## config.mk

```make
export PLATFORM = sky130hd
export DESIGN_NAME = capture_ctrl
export DESIGN_NICKNAME = d
export VERILOG_FILES = /design/src/rtl/capture_ctrl_pkg.sv /design/src/rtl/capture_ctrl_trigger.sv /design/src/rtl/capture_ctrl.sv
export SDC_FILE = /design/constraint.sdc
export NUM_CORES = 1
export LEC_CHECK = 0
export BUFFER_PORTS_ARGS = -buffer_cell sky130_fd_sc_hd__buf_4
export CAP_MARGIN = 15
export CORE_MARGIN = 2
export CORE_UTILIZATION = 45
export DETAILED_ROUTE_END_ITERATION = 16
export GPL_ROUTABILITY_DRIVEN = 0
export PLACE_DENSITY = 0.73
export SETUP_SLACK_MARGIN = 0.5
export SLEW_MARGIN = 0
export SYNTH_ARGS = -nofsm -noshare
export SYNTH_HDL_FRONTEND = slang
export SYNTH_SLANG_ARGS = --single-unit
export TNS_END_PERCENT = 1
```

## constraint.sdc

```tcl
create_clock -name clk -period 3.4 [get_ports clk]
set_clock_uncertainty 0.05 [all_clocks]
set_input_delay 1.02 -clock clk [delete_from_list [all_inputs] [get_ports clk]]
set_output_delay 1.02 -clock clk [all_outputs]
set_load 0.02 [all_outputs]
```

## src/rtl/capture_ctrl_pkg.sv

```systemverilog
// Shared constants and state encoding for the logic-analyzer capture sequencer.
package capture_ctrl_pkg;

    localparam int unsigned LVDS_LEN_DEF   = 8;
    localparam int unsigned DATA_LEN       = 32;
    localparam int unsigned BYTES_PER_WORD = DATA_LEN / LVDS_LEN_DEF;
    localparam int unsigned BW_LSB         = $clog2(BYTES_PER_WORD);
    localparam int unsigned CNT_W_DEF      = 24;

    typedef enum logic [2:0] {
        ST_IDLE    = 3'd0,
        ST_ARMED   = 3'd1,
        ST_CAPTURE = 3'd2,
        ST_PAD     = 3'd3,
        ST_DRAIN   = 3'd4,
        ST_DONE    = 3'd5
    } state_e;

endpackage

```

## src/rtl/capture_ctrl_trigger.sv

```systemverilog
// Holds the trigger mask/value for one capture and flags the first matching sample.
module capture_trigger
    import capture_ctrl_pkg::*;
#(
    parameter int unsigned LVDS_LEN = LVDS_LEN_DEF
) (
    input  logic                clk,
    input  logic                rst,
    input  logic                load_i,
    input  logic [LVDS_LEN-1:0] trig_mask_i,
    input  logic [LVDS_LEN-1:0] trig_val_i,
    input  logic                armed_i,
    input  logic                sample_valid_i,
    input  logic [LVDS_LEN-1:0] sample_i,
    output logic                match_o
);

    logic [LVDS_LEN-1:0] mask_q;
    logic [LVDS_LEN-1:0] val_q;

    always_ff @(posedge clk) begin
        if (rst) begin
            mask_q <= '0;
            val_q  <= '0;
        end else if (load_i) begin
            mask_q <= trig_mask_i;
            val_q  <= trig_val_i;
        end
    end

    // Only asserted while armed; the FSM leaves ARMED on the hit, so it is a single pulse.
    assign match_o = armed_i && sample_valid_i && (((sample_i ^ val_q) & mask_q) == '0);

endmodule

```

## src/rtl/capture_ctrl.sv

```systemverilog
// Capture sequencer: arm, trigger, forward bytes to the 8-to-32 packer, pad on abort, drain.
module capture_ctrl
    import capture_ctrl_pkg::*;
#(
    parameter int unsigned LVDS_LEN = LVDS_LEN_DEF,
    parameter int unsigned CNT_W    = CNT_W_DEF
) (
    input  logic                clk,
    input  logic                rst,
    input  logic                start_i,
    input  logic                abort_i,
    input  logic [CNT_W-1:0]    num_words_i,
    input  logic [LVDS_LEN-1:0] trig_mask_i,
    input  logic [LVDS_LEN-1:0] trig_val_i,
    input  logic                sample_valid_i,
    input  logic [LVDS_LEN-1:0] sample_i,
    output logic                pack_valid_o,
    output logic [LVDS_LEN-1:0] pack_data_o,
    input  logic                pack_word_valid_i,
    input  logic                fifo_full_i,
    output logic                busy_o,
    output logic                done_o,
    output logic                overflow_o,
    output logic                aborted_o,
    output logic [2:0]          state_o,
    output logic [CNT_W-1:0]    words_cnt_o
);

    localparam int unsigned BC_W = CNT_W + BW_LSB;

    state_e              state_q;
    logic [CNT_W-1:0]    num_words_q;
    logic [CNT_W-1:0]    words_cnt_q, words_cnt_d;
    logic [BC_W-1:0]     byte_cnt_q, byte_cnt_inc, byte_target;
    logic                overflow_q, overflow_d;
    logic                aborted_q;
    logic                pack_valid_q;
    logic [LVDS_LEN-1:0] pack_data_q;
    logic                word_active, start_ok, trig_hit;

    assign start_ok = ((state_q == ST_IDLE) || (state_q == ST_DONE)) && start_i;

    capture_trigger #(.LVDS_LEN(LVDS_LEN)) u_trigger (
        .clk            (clk),
        .rst            (rst),
        .load_i         (start_ok),
        .trig_mask_i    (trig_mask_i),
        .trig_val_i     (trig_val_i),
        .armed_i        (state_q == ST_ARMED),
        .sample_valid_i (sample_valid_i),
        .sample_i       (sample_i),
        .match_o        (trig_hit)
    );

    always_comb begin
        word_active  = (state_q == ST_CAPTURE) || (state_q == ST_PAD) || (state_q == ST_DRAIN);
        byte_cnt_inc = byte_cnt_q + BC_W'(1);
        byte_target  = {num_words_q, {BW_LSB{1'b0}}};
        words_cnt_d  = words_cnt_q;
        if (word_active && pack_word_valid_i && (words_cnt_q != '1))
            words_cnt_d = words_cnt_q + CNT_W'(1);
        overflow_d   = overflow_q | (word_active & pack_word_valid_i & fifo_full_i);
    end

    always_ff @(posedge clk) begin
        if (rst) begin
            state_q      <= ST_IDLE;
            num_words_q  <= '0;
            words_cnt_q  <= '0;
            byte_cnt_q   <= '0;
            overflow_q   <= 1'b0;
            aborted_q    <= 1'b0;
            pack_valid_q <= 1'b0;
            pack_data_q  <= '0;
        end else begin
            pack_valid_q <= 1'b0;
            words_cnt_q  <= words_cnt_d;
            overflow_q   <= overflow_d;
            case (state_q)
                ST_IDLE, ST_DONE: begin
                    if (start_i) begin
                        num_words_q <= num_words_i;
                        words_cnt_q <= '0;
                        byte_cnt_q  <= '0;
                        overflow_q  <= 1'b0;
                        aborted_q   <= 1'b0;
                        state_q     <= (num_words_i == '0) ? ST_DONE : ST_ARMED;
                    end
                end
                ST_ARMED: begin
                    if (abort_i) begin
                        aborted_q <= 1'b1;
                        state_q   <= ST_DONE;
                    end else if (trig_hit) begin
                        pack_valid_q <= 1'b1;
                        pack_data_q  <= sample_i;
                        byte_cnt_q   <= byte_cnt_inc;
                        state_q      <= ST_CAPTURE;
                    end
                end
                ST_CAPTURE: begin
                    if (sample_valid_i) begin
                        pack_valid_q <= 1'b1;
                        pack_data_q  <= sample_i;
                        byte_cnt_q   <= byte_cnt_inc;
                    end
                    // The final byte takes priority over a coincident abort.
                    if (sample_valid_i && (byte_cnt_inc == byte_target)) begin
                        state_q <= ST_DRAIN;
                    end else if (abort_i) begin
                        aborted_q <= 1'b1;
                        state_q   <= ST_PAD;
                    end
                end
                ST_PAD: begin
                    if (byte_cnt_q[BW_LSB-1:0] != '0) begin
                        pack_valid_q <= 1'b1;
                        pack_data_q  <= '0;
                        byte_cnt_q   <= byte_cnt_inc;
                        if (byte_cnt_inc[BW_LSB-1:0] == '0)
                            state_q <= ST_DRAIN;
                    end else begin
                        state_q <= ST_DRAIN;
                    end
                end
                ST_DRAIN: begin
                    // Byte count is word-aligned here, so it gives the expected word count in both exits.
                    if (words_cnt_q == byte_cnt_q[BC_W-1:BW_LSB])
                        state_q <= ST_DONE;
                end
                default: state_q <= ST_IDLE;
            endcase
        end
    end

    assign pack_valid_o = pack_valid_q;
    assign pack_data_o  = pack_data_q;
    assign busy_o       = (state_q == ST_ARMED) || word_active;
    assign done_o       = (state_q == ST_DONE);
    assign overflow_o   = overflow_q;
    assign aborted_o    = aborted_q;
    assign state_o      = state_q;
    assign words_cnt_o  = words_cnt_q;

endmodule

```

==> run_results.csv, run 1 <==
group,metric,value,unit
synthesis,synthArstFlopShare,0,%
floorplan,dieArea,14000,um^2
clock_network,hold_buffers,0,
timing,rsz0062_at_grt,"no",
floorplan,die_height,118,um
synthesis,yosysTopAreaCellShare,35.3,%
synthesis,synth_top_cell_by_area,"dfxtp_1",
worst_setup_path,critPathBufInv,0,
worst_setup_path,path_class,"reg2reg",
routing,drc_errors,0,
power,peakVddDrop,473,uV
floorplan,die_w,118,um
timing,finalHoldViolCount,0,
min_path,hold_class,"reg2reg",
clock_network,clock-sinks,104,
power,power_density,622,nW/um^2
synthesis,synthMuxAreaShare,0.509,%
worst_setup_path,slowest_delay,0.54,ns
worst_setup_path,critPathArrivalTime,3.02,ns
synthesis,ys_types,59,
placed_design,place_hpwl,12100,um
synthesis,synth_fp_nets,826,
cells_and_area,seq_area,2110,um^2
cells_and_area,mostFrequentLayoutCell,"nand2_1",
cells_and_area,final_cell_mix,"nand2_1, buf_4, dfxtp_1, a21oi_1, nor2_1",
worst_setup_path,cp_slowest_cell,"or4_4",
power,finalPower,4.44,mW
synthesis,synth_adder_area_share,0.849,%
synthesis,yosys.area_share.simple,30.5,%
synthesis,seq_area_frac_synth,35.3,%
routing,vias_per_cell,5.64,
cells_and_area,nFillCells,1245,
worst_setup_path,cp_cell_sequence,"ha_4 -> and3_1 -> and3_2 -> xnor2_1 -> or4_4 -> nor4_4 -> nand4_1 -> and2_1 -> o221a_1",
synthesis,synth-main-ff-cell,"dfxtp_1",
synthesis,synth_xor_area_share,12.8,%
job,cap_violations,0,
synthesis,synth_top_family_by_area,"simple AND/OR/NAND/NOR gates",
timing,timing.setup.tns,0,ns
floorplan,coreArea,12700,um^2
global_route,grt_util_all_layers,23.7,%
synthesis,synth.avg_cell_area,7.69,um^2
cells_and_area,synthToLayoutAreaGrowth,21.0,%
timing,final.period_utilization,82.6,%
cells_and_area,drive_gt1_share,19.4,%
worst_setup_path,required,3.61,ns
clock_network,root_buffer,"clkbuf_16",
global_route,grt_pass1_vias,5252,
floorplan,ios,95,
synthesis,yosys-top-cells-area,"dfxtp_1, nand2_1, a21oi_1, xor2_1, xnor2_1",
synthesis,yosys_warnings,0,
synthesis,synth_cells,767,
routing,ant_nets,0,
clock_network,ctsLongestPathBuffers,2,
clock_network,clock_latency,0.37,ns
cells_and_area,n_antenna_cell,0,
global_route,antenna_found_initial,0,
worst_setup_path,cp_max_fo,7,
floorplan,start_util,46.3,%
routing,vias,5763,
routing,first_iter_violations,423,
worst_setup_path,cp-start-kind,"flip-flop",
global_route,grt.overflow.total,0,
timing,timing.slew.headroom,47.9,%
timing,slew_viol_final,0,
status,outcome,"completed",
floorplan,row_count,41,
timing,period_minus_slack,2.81,ns
synthesis,ys_ff_latch,104,
timing,finalSetupViolCount,0,
routing,first_pass_iters,5,
routing,routed_wl,16600,um
global_route,grt_max_degree,51,
clock_network,clkTransAtPathRegs,0.07,ns
cells_and_area,finalNetCount,904,
clock_network,cts_made_buffers,9,
timing,tightest_slew,0.782,ns
worst_setup_path,setup.worst_path.end_class,"flip-flop",
clock_network,ctsHtreeMaxLevel,3,
worst_setup_path,critical_path.top_delay_family,"simple AND/OR/NAND/NOR gates",
routing,routedWlPerCell,16.2,um
synthesis,synth_area,5890,um^2
clock_network,tritoncts,"done",
power,leakage,2.81,nW
synthesis,synth_edf_count,0,
placed_design,port_buffers,94,
synthesis,synth_compound_area_share,15.3,%
cells_and_area,multiInputGateArea,3590,um^2
global_route,grt_pass1_wl,26700,um
timing,max_freq,0.356,GHz
==> logic make-up (layout without fill, tap and decap cells) <==
| kind of cell | Yosys count | count (layout) |
|---|---|---|
| mux | 3 | 3 |
| xor+xnor | 86 | 86 |
| compound gates | 158 | 158 |
| simple gates | 353 | 353 |
| flops | 104 | 104 |
| buf+inv | 59 | 142 |
| fa+ha+maj | 4 | 4 |
==> state kept, by name (all words and copies together) (netlist names) <==
name	cells
overflow_o	1
u_trigger.mask_q	8
words_cnt_o	24
aborted_o	1
byte_cnt_q	26
state_o	3
u_trigger.val_q	8
pack_valid_o	1
num_words_q	24
pack_data_o	8
==> what timing repair did <==
| action | CTS | global route |
|---|---|---|
| endpoints found under the setup margin | 4 | 4 |
| buffers inserted | 0 | 3 |
| pin swaps | 0 | 5 |
| gates resized for setup | 7 | 18 |
==> per-stage QoR <==
| stage | hold WS [ns] | std cells | cell area, um^2 | setup WS [ns] | util (%) |
|---|---|---|---|---|---|
| finish | 0.404 | 1022 | 7130 | 0.593 | 56.1 |
| global route | 0.421 | 1022 | 7130 | 0.484 | 56.1 |
| CTS | 0.407 | 1019 | 7060 | 0.527 | 55.5 |
| detailed placement | 0.395 | 1003 | 6720 | 0.322 | 52.8 |
| global placement | 0.390 | 1003 | 6720 | 0.408 | 52.8 |
| floorplan | 0.386 | 767 | 5890 | 0.576 | - |
==> where the power goes <==
part	total, mW	internal, mW	leakage (nW)	switching (mW)
clock network	1.08	0.584	0.150	0.493
registers	1.56	1.38	0.851	0.184
logic	1.80	0.682	1.81	1.12
==> worst reg2reg max path, cell delays in order (launching register included) <==
cell,delay [ns]
dfxtp_4,0.38
ha_4,0.18
and3_1,0.21
and3_2,0.25
xnor2_1,0.13
or4_4,0.54
nor4_4,0.35
nand4_1,0.23
and2_1,0.20
o221a_1,0.19
==> layout make-up <==
class                           instances  area share, %
Multi-Input combinational cell        604           50.4
Tap cell                              172           3.02
Clock buffer                           10           3.21
Inverter                                9          0.474
Timing Repair Buffer                  117           12.3
Clock inverter                          6           1.07
Sequential cell                       104           29.5
==> final timing paths <==
check,from,end,slack [ns],depth (start not counted)
worst min register to register,pack_data_o[2],pack_data_o[2],0.40,2
worst max register to register,byte_cnt_q[1],state_o[0],0.59,9
worst max-delay path,byte_cnt_q[1],state_o[0],0.59,9
worst min-delay path,pack_data_o[2],pack_data_o[2],0.40,2
==> layer usage <==
layer / vias up / share of wire [%] / global-route usage, %
met1: 2656 / 43 / 29.4
met5: - / 0 / 0
met3: 43 / 8.2 / 7.14
li1: 2838 / - / -
met4: 0 / 3.8 / 10.9
met2: 226 / 45 / 37.5
==> synth_stat cells (9+ instances only) <==
master	count
a31oi_1	10
nor4_1	16
nand2_1	128
o21ai_0	34
a21oi_1	85
nor3_1	10
nand4_1	20
xnor2_1	39
nor2_1	63
or3_1	14
or4_1	11
nand3_1	32
xor2_1	47
clkbuf_1	36
dfxtp_1	104
inv_1	9
No activity file was read; power rests on OpenSTA's default activity.
==> run 2, diff against run 1 <==
Settings changed: PLACE_DENSITY 0.73 to 0.75.
Clock period 3.4 ns to 2.45 ns, I/O delays scaled along.
==> run_results.csv, run 2 (synthesis gave the netlist of run 1 again) <==
group,metric,value,unit
worst_setup_path,setup.worst_path.end_class,"flip-flop",
worst_setup_path,cp-start-kind,"flip-flop",
global_route,grt_pass1_vias,5803,
status,outcome,"finished with violations",
worst_setup_path,slowest_delay,0.58,ns
cells_and_area,nFillCells,1088,
cells_and_area,fin_cells,1092,
worst_setup_path,rr_worst_depth,10,
global_route,grt_pass1_wl,28700,um
status,violations,"negative setup slack",
placed_design,dpl_cell_area,7340,um^2
worst_setup_path,worst_path_most_repeated_cell,"buf_4",
clock_network,cts_made_buffers,9,
global_route,grt.overflow.total,0,
floorplan,die_height,118,um
worst_setup_path,critical_path.top_delay_family,"simple AND/OR/NAND/NOR gates",
cells_and_area,n_antenna_cell,0,
worst_setup_path,r2r-start,"byte_cnt_q[4]",
worst_setup_path,required,2.68,ns
timing,rsz0062_at_grt,"yes",
cells_and_area,final_cell_area,8010,um^2
routing,routed_wl,17900,um
job,cap_violations,0,
routing,vias_per_cell,5.58,
cells_and_area,synthToLayoutAreaGrowth,35.9,%
floorplan,dieArea,14000,um^2
timing,max_freq,0.393,GHz
cells_and_area,drive_gt1_share,32.1,%
worst_setup_path,cp_cell_sequence,"nand3_4 -> buf_4 -> or4_4 -> o21a_1 -> o32ai_2 -> o22ai_2 -> nand4_1 -> buf_4 -> nand2_1 -> a311oi_2",
timing,postLayoutSetupSlackWorst,-0.0968,ns
timing,final.period_utilization,104,%
power,finalPower,6.77,mW
timing,period_minus_slack,2.55,ns
routing,first_iter_violations,491,
power,leakage,3.24,nW
timing,finalSetupViolCount,4,
timing,finalHoldViolCount,0,
global_route,grt_util_all_layers,25.7,%
worst_setup_path,path_class,"reg2reg",
floorplan,start_util,46.3,%
worst_setup_path,r2r-end,"state_o[1]",
worst_setup_path,critPathBufInv,2,
cells_and_area,largest_reg_flops,26,
clock_network,root_buffer,"clkbuf_16",
routing,first_pass_iters,6,
clock_network,ctsHtreeMaxLevel,3,
cells_and_area,final_cell_mix,"buf_4, nand2_1, dfxtp_1, a21oi_1, nor2_1",
worst_setup_path,cp_slowest_cell,"or4_4",
global_route,antenna_found_initial,0,
routing,drc_errors,0,
clock_network,tritoncts,"done",
placed_design,place_hpwl,13000,um
floorplan,ios,95,
floorplan,row_count,41,
cells_and_area,mostFrequentLayoutCell,"buf_4",
floorplan,coreArea,12700,um^2
min_path,hold_class,"reg2reg",
power,peakVddDrop,838,uV
timing,timing.slew.headroom,68.3,%
timing,fin_hold_ws,0.409,ns
clock_network,clock_latency,0.37,ns
worst_setup_path,cp_max_fo,7,
clock_network,hold_buffers,0,
timing,tightest_slew,0.475,ns
timing,timing.setup.tns,-0.285,ns
placed_design,port_buffers,94,
power,power_density,845,nW/um^2
min_path,min_to,"pack_data_o[0]",
placed_design,dp_cells,1075,
cells_and_area,top_register,"byte_cnt_q",
min_path,holdPathStages,2,
routing,ant_nets,0,
timing,slew_viol_final,0,
clock_network,ctsLongestPathBuffers,2,
global_route,grt_max_degree,76,
worst_setup_path,critPathArrivalTime,2.77,ns
min_path,min-delay-start,"pack_data_o[0]",
clock_network,clock-sinks,104,
floorplan,die_w,118,um
clock_network,clkTransAtPathRegs,0.08,ns
routing,vias,6094,
worst_setup_path,rrSetupSlack,-0.1,ns
cells_and_area,finalNetCount,974,
routing,routedWlPerCell,16.4,um
## run 2: layout make-up
type / instances / area [um^2] / area share [%]
multi-input combinational: 604 / 3850 / 48.1
clock buffer: 10 / 239 / 2.98
inverter: 9 / 33.8 / 0.422
sequential: 104 / 2110 / 26.4
tap: 172 / 215 / 2.69
timing repair buffer: 187 / 1500 / 18.7
clock inverter: 6 / 51.3 / 0.641
## run 2: worst max path at each step
stage | start | end | slack [ns] | depth (start not counted)
after floorplan | byte_cnt_q[1] | state_o[0] | -0.04 | 9
after global placement | sample_i[1] | byte_cnt_q[23] | -0.14 | 9
after detailed placement | sample_i[3] | byte_cnt_q[14] | -0.21 | 9
after CTS | byte_cnt_q[1] | state_o[0] | -0.08 | 9
after global routing | byte_cnt_q[1] | state_o[1] | -0.21 | 10
final | byte_cnt_q[4] | state_o[1] | -0.1 | 10
## run 2: worst reg2reg max path, stage by stage, from the launching register on
cell and delay [ns]:
dfxtp_4 0.36, nand3_4 0.11, buf_4 0.17, or4_4 0.58, o21a_1 0.22, o32ai_2 0.24, o22ai_2 0.14, nand4_1 0.11
buf_4 0.13, nand2_1 0.08, a311oi_2 0.26
## run 2: per-layer routing
metal / wire [um] / up-vias / part of all wire [%] / track usage, %
met5: 0 / - / 0 / 0
met4: 590 / 0 / 3.3 / 11.7
met3: 1490 / 44 / 8.3 / 7.48
met2: 8350 / 262 / 47 / 41.7
met1: 7510 / 2809 / 42 / 31.4
li1: - / 2979 / - / -
## run 2: power breakdown
group	total, mW	switching [mW]	internal [mW]	leakage, nW
logic	3.21	1.88	1.34	2.25
clock network	1.43	0.697	0.732	0.140
registers	2.12	0.211	1.91	0.855
## run 2: what timing repair did
action | in CTS | in global routing
pin swaps | 73 | 30
gates resized for setup | 90 | 20
setup endpoints to repair | 90 | 106
buffers inserted | 1 | 0
## run 2: through the flow
| step | utilization (%) | worst slack, ns |
|---|---|---|
| 2_1_floorplan | - | -0.0387 |
| 3_3_place_gp | 57.7 | -0.138 |
| 3_5_place_dp | 57.7 | -0.212 |
| 4_1_cts | 62.4 | -0.0796 |
| 5_1_grt | 62.9 | -0.210 |
| 6_report | 62.9 | -0.0968 |
==> run 3, diff against run 2 <==
Settings changed: PLACE_DENSITY 0.75 to 0.69, REMOVE_ABC_BUFFERS from default to 1.
==> run_results.csv, run 3 (synthesis gave the netlist of run 1 again) <==
group,metric,value,unit
status,outcome,"finished with violations",
status,violations,"negative setup slack",
global_route,grt_pass1_vias,5984,
power,peakVddDrop,728,uV
worst_setup_path,path_class,"reg2reg",
timing,final.period_utilization,105,%
floorplan,start_util,46.3,%
floorplan,row_count,41,
timing,tightest_slew,0.631,ns
clock_network,cts_made_buffers,9,
timing,fin_hold_ws,0.409,ns
clock_network,clock-sinks,104,
timing,finalHoldViolCount,0,
cells_and_area,finalNetCount,975,
floorplan,coreArea,12700,um^2
cells_and_area,largest_reg_flops,26,
clock_network,clock_latency,0.36,ns
global_route,grt.overflow.total,0,
cells_and_area,synthToLayoutAreaGrowth,37.8,%
global_route,busiest_layer,"met2",
global_route,grt_util_all_layers,25.7,%
min_path,min-delay-start,"u_trigger.mask_q[7]",
routing,routedWlPerCell,16.6,um
clock_network,clkTransAtPathRegs,0.07,ns
global_route,gr-usage-met1,31.9,%
routing,vias,6143,
placed_design,place_ws,-0.372,ns
routing,first_pass_iters,7,
cells_and_area,final_cell_area,8120,um^2
job,cap_violations,0,
routing,routed_wl,18100,um
cells_and_area,post-route-util,63.8,%
placed_design,dpl_cell_area,7310,um^2
cells_and_area,fin_cells,1093,
timing,timing.slew.headroom,57.8,%
routing,vias_per_cell,5.62,
clock_network,ctsHtreeMaxLevel,3,
placed_design,place_hpwl,13100,um
worst_setup_path,critPathBufInv,1,
cells_and_area,mostFrequentLayoutCell,"buf_4",
power,finalPower,6.74,mW
cells_and_area,drive_gt1_share,34.2,%
power,leakage,3.29,nW
global_route,grtUsageMet3,5.50,%
timing,period_minus_slack,2.58,ns
worst_setup_path,r2r-start,"byte_cnt_q[0]",
cells_and_area,nFillCells,1059,
timing,max_freq,0.387,GHz
global_route,grt_max_degree,55,
global_route,antenna_found_initial,0,
timing,postLayoutSetupSlackWorst,-0.132,ns
global_route,grtUsageMet2,43.5,%
placed_design,dp_cells,1077,
worst_setup_path,cp_cell_sequence,"ha_4 -> nand3_4 -> or4_4 -> nor3_4 -> xnor2_1 -> nor4_2 -> buf_4 -> nand4_1 -> and2_1 -> o221a_1",
timing,timing.setup.tns,-0.432,ns
floorplan,die_w,118,um
clock_network,ctsLongestPathBuffers,2,
routing,ant_nets,0,
worst_setup_path,critPathArrivalTime,2.79,ns
cells_and_area,n_antenna_cell,0,
timing,finalSetupViolCount,4,
clock_network,tritoncts,"done",
worst_setup_path,setup.worst_path.end_class,"flip-flop",
floorplan,die_height,118,um
worst_setup_path,slowest_delay,0.55,ns
worst_setup_path,cp_slowest_cell,"or4_4",
timing,rsz0062_at_grt,"yes",
worst_setup_path,cp-start-kind,"flip-flop",
worst_setup_path,critical_path.top_delay_family,"simple AND/OR/NAND/NOR gates",
min_path,hold_class,"reg2reg",
routing,drc_errors,0,
power,power_density,829,nW/um^2
timing,slew_viol_final,0,
cells_and_area,final_cell_mix,"buf_4, nand2_1, dfxtp_1, a21oi_1, nor2_1",
worst_setup_path,crit_path_start,"byte_cnt_q[0]",
cells_and_area,multiInputGateArea,3970,um^2
placed_design,port_buffers,94,
cells_and_area,seq_area,2110,um^2
global_route,grt_pass1_wl,29300,um
floorplan,ios,95,
routing,first_iter_violations,376,
worst_setup_path,required,2.65,ns
cells_and_area,top_register,"byte_cnt_q",
floorplan,dieArea,14000,um^2
worst_setup_path,cp_max_fo,6,
clock_network,root_buffer,"clkbuf_16",
run 3: path summary, 6_finish.rpt:
check	end	slack, ns	depth (start not counted)
worst min register to register	u_trigger.mask_q[7]	0.41	2
worst min-delay path	u_trigger.mask_q[7]	0.41	2
worst max-delay path	state_o[0]	-0.13	10
worst max register to register	state_o[0]	-0.13	10
run 3: per-layer routing:
layer / vias to the layer above / part of all wire, %
li1: 2982 / -
met4: 0 / 2.6
met3: 39 / 7.1
met1: 2882 / 42
met5: - / 0
met2: 240 / 48
run 3: area by class of cell:
type / instances / area share, %
Multi-Input combinational cell: 604 / 48.9
Sequential cell: 104 / 25.9
Timing Repair Buffer: 188 / 18.5
Clock buffer: 10 / 2.94
Tap cell: 172 / 2.65
Clock inverter: 6 / 0.616
Inverter: 9 / 0.416
run 3: worst min-delay path: stages (launching register included):
cell,delay (ns)
dfxtp_1,0.31
nand2_1,0.05
a21oi_1,0.05
run 3: where the power goes:
group	leakage [nW]	internal (mW)	switching, mW
clock	0.141	0.732	0.681
sequential	0.855	1.91	0.187
combinational	2.29	1.33	1.90
total	3.29	3.97	2.76
run 3: timing repair:
action | 4_1_cts | 5_1_grt
hold buffers | 0 | 0
buffers inserted | 0 | 0
endpoints found under the setup margin | 64 | 107
pin swaps | 90 | 58
resized for setup | 98 | 38
